`src/rtl/decode_stage_pkg.sv`:
```
// decode_stage_pkg: shared opcode/funct/ALU encodings and decoder control bundle for ID and EX
package decode_stage_pkg;
  localparam logic [5:0] OP_SPECIAL = 6'h00;
  localparam logic [5:0] OP_ORI     = 6'h0D;
  localparam logic [5:0] OP_ANDI    = 6'h0C;
  localparam logic [5:0] OP_XORI    = 6'h0E;
  localparam logic [5:0] OP_ADDIU   = 6'h09;
  localparam logic [5:0] OP_LUI     = 6'h0F;
  localparam logic [5:0] OP_LW      = 6'h23;
  localparam logic [5:0] OP_SW      = 6'h2B;
  localparam logic [5:0] FN_AND  = 6'h24;
  localparam logic [5:0] FN_OR   = 6'h25;
  localparam logic [5:0] FN_XOR  = 6'h26;
  localparam logic [5:0] FN_NOR  = 6'h27;
  localparam logic [5:0] FN_ADDU = 6'h21;
  localparam logic [5:0] FN_SUBU = 6'h23;
  localparam logic [5:0] FN_SLL  = 6'h00;
  localparam logic [5:0] FN_SRL  = 6'h02;
  localparam logic [7:0] ALU_NOP  = 8'h00;
  localparam logic [7:0] ALU_AND  = 8'h24;
  localparam logic [7:0] ALU_OR   = 8'h25;
  localparam logic [7:0] ALU_XOR  = 8'h26;
  localparam logic [7:0] ALU_NOR  = 8'h27;
  localparam logic [7:0] ALU_ADDU = 8'h21;
  localparam logic [7:0] ALU_SUBU = 8'h23;
  localparam logic [7:0] ALU_SLL  = 8'h7C;
  localparam logic [7:0] ALU_SRL  = 8'h02;
  localparam logic [7:0] ALU_LW   = 8'hE3;
  localparam logic [7:0] ALU_SW   = 8'hEB;
  localparam logic [2:0] SEL_NOP   = 3'd0;
  localparam logic [2:0] SEL_LOGIC = 3'd1;
  localparam logic [2:0] SEL_SHIFT = 3'd2;
  localparam logic [2:0] SEL_ARITH = 3'd3;
  localparam logic [2:0] SEL_MEM   = 3'd4;
  typedef enum logic [1:0] {IMM_ZX, IMM_SX, IMM_LUI} imm_kind_e;
  typedef struct packed {
    logic [7:0] aluop;
    logic [2:0] alusel;
    imm_kind_e  imm_kind;
    logic       wreg;
    logic       rd_dst;
    logic       re1;
    logic       re2;
    logic       imm_op2;
    logic       shamt_op1;
    logic       is_load;
    logic       is_store;
    logic       invalid;
  } ctrl_t;
  function automatic ctrl_t nop_ctrl(input logic invalid);
    nop_ctrl = '0;
    nop_ctrl.aluop = ALU_NOP;
    nop_ctrl.alusel = SEL_NOP;
    nop_ctrl.imm_kind = IMM_ZX;
    nop_ctrl.invalid = invalid;
  endfunction
endpackage

```
`src/rtl/operand_fwd.sv`:
```
// operand_fwd: one ID operand, $0 -> 0, then EX, then MEM forwarding, else register file
//   addr_i/rf_data_i: register read address and data; ex_*/mem_*: forwarding sources; data_o: resolved operand
module operand_fwd #(
  parameter int DW = 32,
  parameter int RAW = 5
) (
  input  logic [RAW-1:0] addr_i,
  input  logic [DW-1:0]  rf_data_i,
  input  logic           ex_wreg_i,
  input  logic [RAW-1:0] ex_waddr_i,
  input  logic [DW-1:0]  ex_wdata_i,
  input  logic           mem_wreg_i,
  input  logic [RAW-1:0] mem_waddr_i,
  input  logic [DW-1:0]  mem_wdata_i,
  output logic [DW-1:0]  data_o
);
  assign data_o = addr_i == '0 ? '0 :
                  (ex_wreg_i && ex_waddr_i == addr_i) ? ex_wdata_i :
                  (mem_wreg_i && mem_waddr_i == addr_i) ? mem_wdata_i : rf_data_i;
endmodule

```
`src/rtl/decode_stage.sv`:
```
// decode_stage: MIPS-subset instruction decode with operand forwarding, load-use detection and ID/EX register
//   pc_i/inst_i: instruction in ID; rf_*: register-file read port; ex_*_i/mem_*_i: forwarding sources;
//   stall_i/flush_i: pipeline control; stall_req_o: load-use hazard; ex_*_o: registered ID/EX outputs
module decode_stage
  import decode_stage_pkg::*;
#(
  parameter int DW = 32,
  parameter int RAW = 5
) (
  input  logic           clk,
  input  logic           rst,
  input  logic [DW-1:0]  pc_i,
  input  logic [31:0]    inst_i,
  input  logic [DW-1:0]  rf_rdata1_i,
  input  logic [DW-1:0]  rf_rdata2_i,
  output logic [RAW-1:0] rf_raddr1_o,
  output logic [RAW-1:0] rf_raddr2_o,
  output logic           rf_re1_o,
  output logic           rf_re2_o,
  input  logic           ex_wreg_i,
  input  logic [RAW-1:0] ex_waddr_i,
  input  logic [DW-1:0]  ex_wdata_i,
  input  logic           ex_is_load_i,
  input  logic           mem_wreg_i,
  input  logic [RAW-1:0] mem_waddr_i,
  input  logic [DW-1:0]  mem_wdata_i,
  input  logic           stall_i,
  input  logic           flush_i,
  output logic           stall_req_o,
  output logic [7:0]     ex_aluop_o,
  output logic [2:0]     ex_alusel_o,
  output logic [DW-1:0]  ex_op1_o,
  output logic [DW-1:0]  ex_op2_o,
  output logic [RAW-1:0] ex_waddr_o,
  output logic           ex_wreg_o,
  output logic           ex_is_load_o,
  output logic [DW-1:0]  ex_store_data_o,
  output logic [DW-1:0]  ex_pc_o,
  output logic           ex_inst_invalid_o
);
  typedef struct packed {
    logic [7:0]     aluop;
    logic [2:0]     alusel;
    logic [DW-1:0]  op1;
    logic [DW-1:0]  op2;
    logic [RAW-1:0] waddr;
    logic           wreg;
    logic           is_load;
    logic [DW-1:0]  store_data;
    logic [DW-1:0]  pc;
    logic           invalid;
  } idex_t;
  ctrl_t c;
  idex_t dec, bubble, idex_d, idex_q;
  logic [DW-1:0] imm, fwd1, fwd2, imm_sx;
  logic [RAW-1:0] waddr;
  always_comb begin
    c = nop_ctrl(1'b0);
    case (inst_i[31:26])
      OP_ORI: begin
        {c.aluop, c.alusel} = {ALU_OR, SEL_LOGIC};
        {c.wreg, c.re1, c.imm_op2} = 3'b111;
      end
      OP_ANDI: begin
        {c.aluop, c.alusel} = {ALU_AND, SEL_LOGIC};
        {c.wreg, c.re1, c.imm_op2} = 3'b111;
      end
      OP_XORI: begin
        {c.aluop, c.alusel} = {ALU_XOR, SEL_LOGIC};
        {c.wreg, c.re1, c.imm_op2} = 3'b111;
      end
      OP_ADDIU: begin
        {c.aluop, c.alusel} = {ALU_ADDU, SEL_ARITH};
        {c.wreg, c.re1, c.imm_op2} = 3'b111;
        c.imm_kind = IMM_SX;
      end
      OP_LUI: begin
        {c.aluop, c.alusel} = {ALU_OR, SEL_LOGIC};
        {c.wreg, c.imm_op2} = 2'b11;
        c.imm_kind = IMM_LUI;
      end
      OP_LW: begin
        {c.aluop, c.alusel} = {ALU_LW, SEL_MEM};
        {c.wreg, c.re1, c.imm_op2, c.is_load} = 4'b1111;
        c.imm_kind = IMM_SX;
      end
      OP_SW: begin
        {c.aluop, c.alusel} = {ALU_SW, SEL_MEM};
        {c.re1, c.re2, c.imm_op2, c.is_store} = 4'b1111;
        c.imm_kind = IMM_SX;
      end
      OP_SPECIAL: begin
        {c.wreg, c.rd_dst, c.re1, c.re2} = 4'b1111;
        case (inst_i[5:0])
          FN_AND:  {c.aluop, c.alusel} = {ALU_AND, SEL_LOGIC};
          FN_OR:   {c.aluop, c.alusel} = {ALU_OR, SEL_LOGIC};
          FN_XOR:  {c.aluop, c.alusel} = {ALU_XOR, SEL_LOGIC};
          FN_NOR:  {c.aluop, c.alusel} = {ALU_NOR, SEL_LOGIC};
          FN_ADDU: {c.aluop, c.alusel} = {ALU_ADDU, SEL_ARITH};
          FN_SUBU: {c.aluop, c.alusel} = {ALU_SUBU, SEL_ARITH};
          FN_SLL: begin
            {c.aluop, c.alusel} = {ALU_SLL, SEL_SHIFT};
            {c.re1, c.shamt_op1} = 2'b01;
          end
          FN_SRL: begin
            {c.aluop, c.alusel} = {ALU_SRL, SEL_SHIFT};
            {c.re1, c.shamt_op1} = 2'b01;
          end
          default: c = nop_ctrl(1'b1);
        endcase
      end
      default: c = nop_ctrl(1'b1);
    endcase
  end
  assign rf_raddr1_o = RAW'(inst_i[25:21]);
  assign rf_raddr2_o = RAW'(inst_i[20:16]);
  assign rf_re1_o = c.re1;
  assign rf_re2_o = c.re2;
  assign waddr = c.rd_dst ? RAW'(inst_i[15:11]) : RAW'(inst_i[20:16]);
  // Shifting the sign-extended value keeps bit 31 replicated above it when DW > 32
  assign imm_sx = {{(DW-16){inst_i[15]}}, inst_i[15:0]};
  assign imm = c.imm_kind == IMM_LUI ? imm_sx << 16 :
               c.imm_kind == IMM_SX ? imm_sx : {{(DW-16){1'b0}}, inst_i[15:0]};
  assign stall_req_o = ex_is_load_i && ex_wreg_i && ex_waddr_i != '0 &&
                       ((c.re1 && ex_waddr_i == rf_raddr1_o) || (c.re2 && ex_waddr_i == rf_raddr2_o));
  operand_fwd #(.DW(DW), .RAW(RAW)) u_fwd1 (
    .addr_i(rf_raddr1_o), .rf_data_i(rf_rdata1_i),
    .ex_wreg_i(ex_wreg_i), .ex_waddr_i(ex_waddr_i), .ex_wdata_i(ex_wdata_i),
    .mem_wreg_i(mem_wreg_i), .mem_waddr_i(mem_waddr_i), .mem_wdata_i(mem_wdata_i),
    .data_o(fwd1)
  );
  operand_fwd #(.DW(DW), .RAW(RAW)) u_fwd2 (
    .addr_i(rf_raddr2_o), .rf_data_i(rf_rdata2_i),
    .ex_wreg_i(ex_wreg_i), .ex_waddr_i(ex_waddr_i), .ex_wdata_i(ex_wdata_i),
    .mem_wreg_i(mem_wreg_i), .mem_waddr_i(mem_waddr_i), .mem_wdata_i(mem_wdata_i),
    .data_o(fwd2)
  );
  always_comb begin
    bubble = '0;
    bubble.aluop = ALU_NOP;
    bubble.alusel = SEL_NOP;
    dec.aluop = c.aluop;
    dec.alusel = c.alusel;
    dec.op1 = c.shamt_op1 ? DW'(inst_i[10:6]) : c.re1 ? fwd1 : '0;
    dec.op2 = c.imm_op2 ? imm : c.re2 ? fwd2 : '0;
    dec.waddr = waddr;
    dec.wreg = c.wreg && waddr != '0;
    dec.is_load = c.is_load;
    dec.store_data = c.is_store ? fwd2 : '0;
    dec.pc = pc_i;
    dec.invalid = c.invalid;
    idex_d = flush_i ? bubble : stall_i ? idex_q : stall_req_o ? bubble : dec;
  end
  always_ff @(posedge clk) idex_q <= rst ? bubble : idex_d;
  assign ex_aluop_o = idex_q.aluop;
  assign ex_alusel_o = idex_q.alusel;
  assign ex_op1_o = idex_q.op1;
  assign ex_op2_o = idex_q.op2;
  assign ex_waddr_o = idex_q.waddr;
  assign ex_wreg_o = idex_q.wreg;
  assign ex_is_load_o = idex_q.is_load;
  assign ex_store_data_o = idex_q.store_data;
  assign ex_pc_o = idex_q.pc;
  assign ex_inst_invalid_o = idex_q.invalid;
endmodule
```
`config.mk`:
```
export PLATFORM = sky130hd
export DESIGN_NAME = decode_stage
export DESIGN_NICKNAME = d
export VERILOG_FILES = /design/src/rtl/decode_stage_pkg.sv /design/src/rtl/operand_fwd.sv /design/src/rtl/decode_stage.sv
export SDC_FILE = /design/constraint.sdc
export NUM_CORES = 1
export LEC_CHECK = 0
export CAP_MARGIN = 20
export CORE_MARGIN = 5
export CORE_UTILIZATION = 25
export DETAILED_ROUTE_END_ITERATION = 10
export GPL_TIMING_DRIVEN = 0
export PLACE_DENSITY = 0.66
export SLEW_MARGIN = 20
export SYNTH_ARGS = -nofsm -noshare
export SYNTH_HDL_FRONTEND = slang
export SYNTH_SLANG_ARGS = --single-unit
```
`constraint.sdc`:
```
create_clock -name clk -period 5.04 [get_ports clk]
set_input_delay 1.512 -clock clk [delete_from_list [all_inputs] [get_ports clk]]
set_output_delay 1.512 -clock clk [all_outputs]
set_load 0.1 [all_outputs]
```
# Yosys cells after proc, flatten, opt, wreduce, memory -nomap -nowiden
# Index checks and enable logic that the tools add are counted.
[word_totals] register_bits=147 inputBits=209 output_inout_bits=160 elab_cells=88
[classes] n_eq_ne=20 n_mux=32 reduce_logical=26
[op_table] operator="32-bit two-way mux" n=13
[op_table] operator="147-bit two-way mux" n=1
[op_table] operator="10-bit case mux with 8 select lines" n=1
[op_table] operator="11-bit case mux with 7 select lines" n=1
[op_table] operator="6-bit equality test, second input constant" n=8
[op_table] operator="6-bit by 4-bit equality test with 1-bit output, second input constant" n=5
[op_table] operator="5-bit equality test" n=4
[op_table] operator="6-bit OR reduction" n=3
[op_table] operator="1-bit case mux with 2 select lines" n=7
[op_table] operator="6-bit logical NOT" n=2
[op_table] operator="1-bit logical AND" n=10
[op_table] operator="5-bit logical NOT" n=2
[op_table] operator="5-bit nonzero test" n=2
[op_table] operator="8-bit OR reduction" n=1
[op_table] operator="7-bit OR reduction" n=1
[op_table] operator="6-bit by 2-bit equality test with 1-bit output, second input constant" n=1
[op_table] operator="2-bit case mux with 3 select lines" n=1
[op_table] operator="2-bit OR reduction" n=3
[op_table] operator="1-bit two-way mux" n=5
[op_table] operator="5-bit two-way mux" n=1
[op_table] operator="2-bit two-way mux" n=2
[op_table] operator="3-bit OR reduction" n=1
[op_table] operator="2-bit by 1-bit equality test with 1-bit output, second input constant" n=1
[op_table] operator="2-bit equality test, second input constant" n=1
[op_table] operator="1-bit logical OR" n=1

# Longest topological paths before layout
[depth] ltp_word=8 depth_mapped=9 depth_no_buf=6

# Hierarchy
# A second synthesis with hierarchy kept.
[unflattened] hier_cells=1014 hier_area_um2=8657.1
[modules_own_cells] module="decode_stage" n_inst=1 cells_each=660 area_per_inst_um2=6079.6 seq_area_each_um2=2922.8
[modules_own_cells] module="operand_fwd" n_inst=2 cells_each=177 area_per_inst_um2=1288.7 seq_area_each_um2=0.0

# Worst setup path before layout
# OpenSTA, ideal clock, no wires.
[synth_timing] path_type="input to output" from="in inst_i[26]" to="out stall_req_o" t_arrival_ps=3348 required_time_ps=3528 slack_ps=180 path_stages=8 n_path_buf=3 cell_sequence="buf_2 > nor4_4 > o211ai_1 > a2111o_1 > o21a_1 > buf_2 > buf_2 > inv_2"
[synth_via] elab_chain_cells=6 word_cells_on_any_way=14 cone_classes="6 x eq/ne; 2 x mux; 6 x reduce/logical"
[synth_lines] item="start, declared" line_no="decode_stage.sv:13" rtl="input logic [31:0] inst_i,"
[synth_lines] item="6-bit equality test / 6-bit by 4-bit equality test with 1-bit output (equally long branches)" line_no="decode_stage.sv:59" rtl="case (inst_i[31:26])"
[synth_lines] item="6-bit OR reduction (no line)"
[synth_lines] item="1-bit case mux with 2 select lines" line_no="decode_stage.sv:59"
[synth_lines] item="1-bit logical AND" line_no="decode_stage.sv:125" rtl="((c.re1 && ex_waddr_i == rf_raddr1_o) || (c.re2 && ex_waddr_i == rf_raddr2_o));"
[synth_lines] item="1-bit logical OR *" line_no="decode_stage.sv:125"
[synth_lines] item="1-bit logical AND *" line_no="decode_stage.sv:124" rtl="assign stall_req_o = ex_is_load_i && ex_wreg_i && ex_waddr_i != '0 &&"
[synth_lines] item="end, declared" line_no="decode_stage.sv:29" rtl="output logic stall_req_o,"
# Mark *: on every way between the ends. The rest lies on a longest branch, timed or not.

# Worst setup path after layout
[layout_timing] from="in ex_waddr_i[4]" to="out stall_req_o"
[layout_via] elab_chain_cells=4 word_cells_on_any_way=8 cone_classes="2 x eq/ne; 6 x reduce/logical"
[layout_lines] item="start, declared" line_no="decode_stage.sv:21" rtl="input logic [RAW-1:0] ex_waddr_i,"
[layout_lines] item="5-bit equality test" line_no="decode_stage.sv:125"
[layout_lines] item="1-bit logical AND" line_no="decode_stage.sv:125"
[layout_lines] item="1-bit logical OR" line_no="decode_stage.sv:125"
[layout_lines] item="1-bit logical AND *" line_no="decode_stage.sv:124"
# Marked as above.

==> results.py <==
metrics = {
    "floorplanning": {
        "core_um2": 29600,
        "dieHeight_um": 183,
        "fp.dieW_um": 183,
        "rows": 63,
        "start_util": 0.253,
        "ioPinCount": 369,
        "die_area_um2": 33400,
    },
    "sta": {
        "clock_skew_ps": 0,
        "layout_setup_ws_ps": 65.2,
        "setup_viol": 0,
        "max_freq_ghz": 0.201,
        "relSlewSlack": 0.231,
        "fin_crit_sh": 0.987,
        "finalHoldViolCount": 0,
        "worst-slew-pin-transition_ps": 1140,
        "drv_slew": 0,
        "min_period_ps": 4970,
        "finalSetupTns_ps": 0,
    },
    "worst_setup_path": {
        "critical_path.max_stage_delay_ps": 480,
        "path_common_cell": "buf_12",
        "start_kind": "input pin",
        "cp_max_fo": 19,
        "arrival_ps": 3460,
        "cp_slowest_cell": "clkdlybuf4s50_1",
        "path_cells": "clkdlybuf4s50_1 -> or4_1 -> o211ai_2 -> buf_4 -> a2111o_1 -> o21a_1 -> buf_12 -> inv_2 -> buf_12",
        "worstPathRequired_ps": 3530,
        "endpoint_kind": "output port",
        "path_class": "in -> out",
    },
    "pwr": {
        "p_leak_nw": 4.41,
        "vdd_drop_max_mv": 0.168,
        "p_per_area_nw_per_um2": 260,
        "power.total_w": 0.00320,
    },
    "global_route": {
        "grt_pass1_vias": 8821,
        "antenna_found_initial": 0,
        "grt_usage": 0.225,
        "grt_pass1_wl_mm": 57.1,
        "grt_max_degree": 20,
        "grt_overflow_total": 0,
    },
    "synth": {
        "synth.top_cell.area_share": 0.391,
        "synth_edf_count": 0,
        "synth_cells": 917,
        "syn_nets": 1126,
        "yosys-top-cells-count": "dfxtp_1 (146), a21oi_1 (88), nor2_1 (85)",
        "yosys.area.top_type": "dfxtp_1",
        "yosys_warnings": 0,
        "syn_area_um2": 7470,
        "synth_cell_types": 56,
        "ys_ff_latch": 146,
        "synth.most_common_cell": "dfxtp_1",
        "syn_avg_cell_area_um2": 8.14,
        "synth_area_leaders": "dfxtp_1 (39%), a22o_1 (7.9%), a21oi_1 (5.9%)",
        "async_flop_share": 0,
        "yosysSeqAreaShare": 0.391,
        "synth-main-ff-cell": "dfxtp_1",
    },
    "routing": {
        "vias_per_cell": 5.17,
        "drtIter0Drc": 682,
        "num_vias": 8835,
        "drcViolationCount": 0,
        "drt-total-wl_mm": 39.6,
        "ant_nets": 0,
        "wl_per_cell_um": 23.2,
        "dr.pass1.iters": 5,
    },
    "cts": {
        "clockBufferDepth": 2,
        "cts.sinks": 146,
        "cts_hold_buffers": 0,
        "clk_latency_ps": 420,
        "tritoncts": "yes",
        "h-tree-depth": 4,
        "cts_buffers": 17,
        "cts-root-buf": "clkbuf_16",
        "clk_pin_slew_ps": 60,
    },
    "placement": {
        "dp_hpwl_mm": 31.8,
        "routabilityCongestion": 0.914,
        "port_buffers": 363,
        "preCtsSetupSlack_ps": -1450,
    },
    "layout": {
        "nets": 1515,
        "final_util": 0.416,
        "area_delta_synth_final_pct": 64.7,
        "layout-drive-gt1-share": 0.0728,
    },
    "job": {
        "cap_violations": 0,
    },
    "run_status": {
        "outcome": "complete, no violations",
    },
    "hold_path": {
        "hp-class": "reg -> reg",
    },
}
## stage by stage
step | cell area, µm² | instances | hold WS [ps]
floorplan | 7470 | 917 | 874
global placement | 11600 | 1670 | 435
detailed placement | 11600 | 1671 | 441
CTS | 12300 | 1706 | 452
global route | 12300 | 1709 | 463
finish | 12300 | 1710 | 451
## layout make-up
class / instances / area [µm²]
inverter: 4 / 15.0
multi-input combinational: 673 / 4110
clock inverter: 15 / 191
clock buffer: 17 / 425
timing repair buffer: 371 / 3690
tap: 390 / 488
antenna: 1 / 2.50
buffer: 93 / 454
sequential: 146 / 2920
fill: 2994 / 17300
## per-layer routing
| metal | vias to the layer above | track usage | part of all wire |
|---|---|---|---|
| met5 | - | 0 | 0 |
| met2 | 407 | 0.390 | 0.49 |
| met4 | 0 | 0.0480 | 0.016 |
| met1 | 4259 | 0.283 | 0.42 |
| li1 | 4132 | - | - |
| met3 | 37 | 0.0591 | 0.081 |
## flip-flops by register name, summed over array words and instances (netlist names)
register and flops:
ex_aluop_o 8, ex_alusel_o 2, ex_inst_invalid_o 1, ex_is_load_o 1, ex_op1_o 32, ex_op2_o 32
ex_pc_o 32, ex_store_data_o 32, ex_waddr_o 5, ex_wreg_o 1
## where the power goes
part	internal, W	switching (W)
Sequential	0.00117	0.00000782
Clock	0.000757	0.000623
Combinational	0.000250	0.000391
Total	0.00218	0.00102
## layout by cell type (no fill, tap or decap), types with 20 or more instances in the layout
cell,instances
nand2_1,79
buf_4,20
nand3_1,71
a31oi_1,22
clkbuf_1,57
a22o_1,67
nor2_1,84
o21ai_0,37
nor3_1,24
dfxtp_1,146
mux2i_1,37
a21oi_1,88
a22oi_1,21
clkdlybuf4s50_1,347
## worst max-delay path: cells and delay by family
family / cells / cell delay [ps]
AND/OR/NAND/NOR: 1 / 440
AO/OA/AOI/OAI: 3 / 490
buffers and inverters: 5 / 1010
## final timing paths
| path | from | endpoint | slack [ps] | cells after the start |
|---|---|---|---|---|
| worst max-delay path | ex_waddr_i[4] | stall_req_o | 70 | 9 |
| worst min register to register | ex_op2_o[20] | ex_op2_o[20] | 450 | 2 |
| worst max register to register | ex_op1_o[4] | ex_op1_o[4] | 4250 | 2 |
| worst min-delay path | ex_op2_o[20] | ex_op2_o[20] | 450 | 2 |
## cells by family after synthesis
family,count (synthesis),synth area share
buffers and inverters,98,0.0612
AOI/OAI and AO/OA,313,0.278
and+or+nand+nor,302,0.195
xor gates and xnor gates,21,0.0246
DFF,146,0.391
muxes,37,0.0496
## timing repair
action                     4_1_cts  5_1_grt
setup endpoints to repair        3        1
pin swaps                        6        4
gates resized for setup         33        9
gates cloned                     0        0
setup buffers                    4        3
Power figures use the tool's default switching activity.
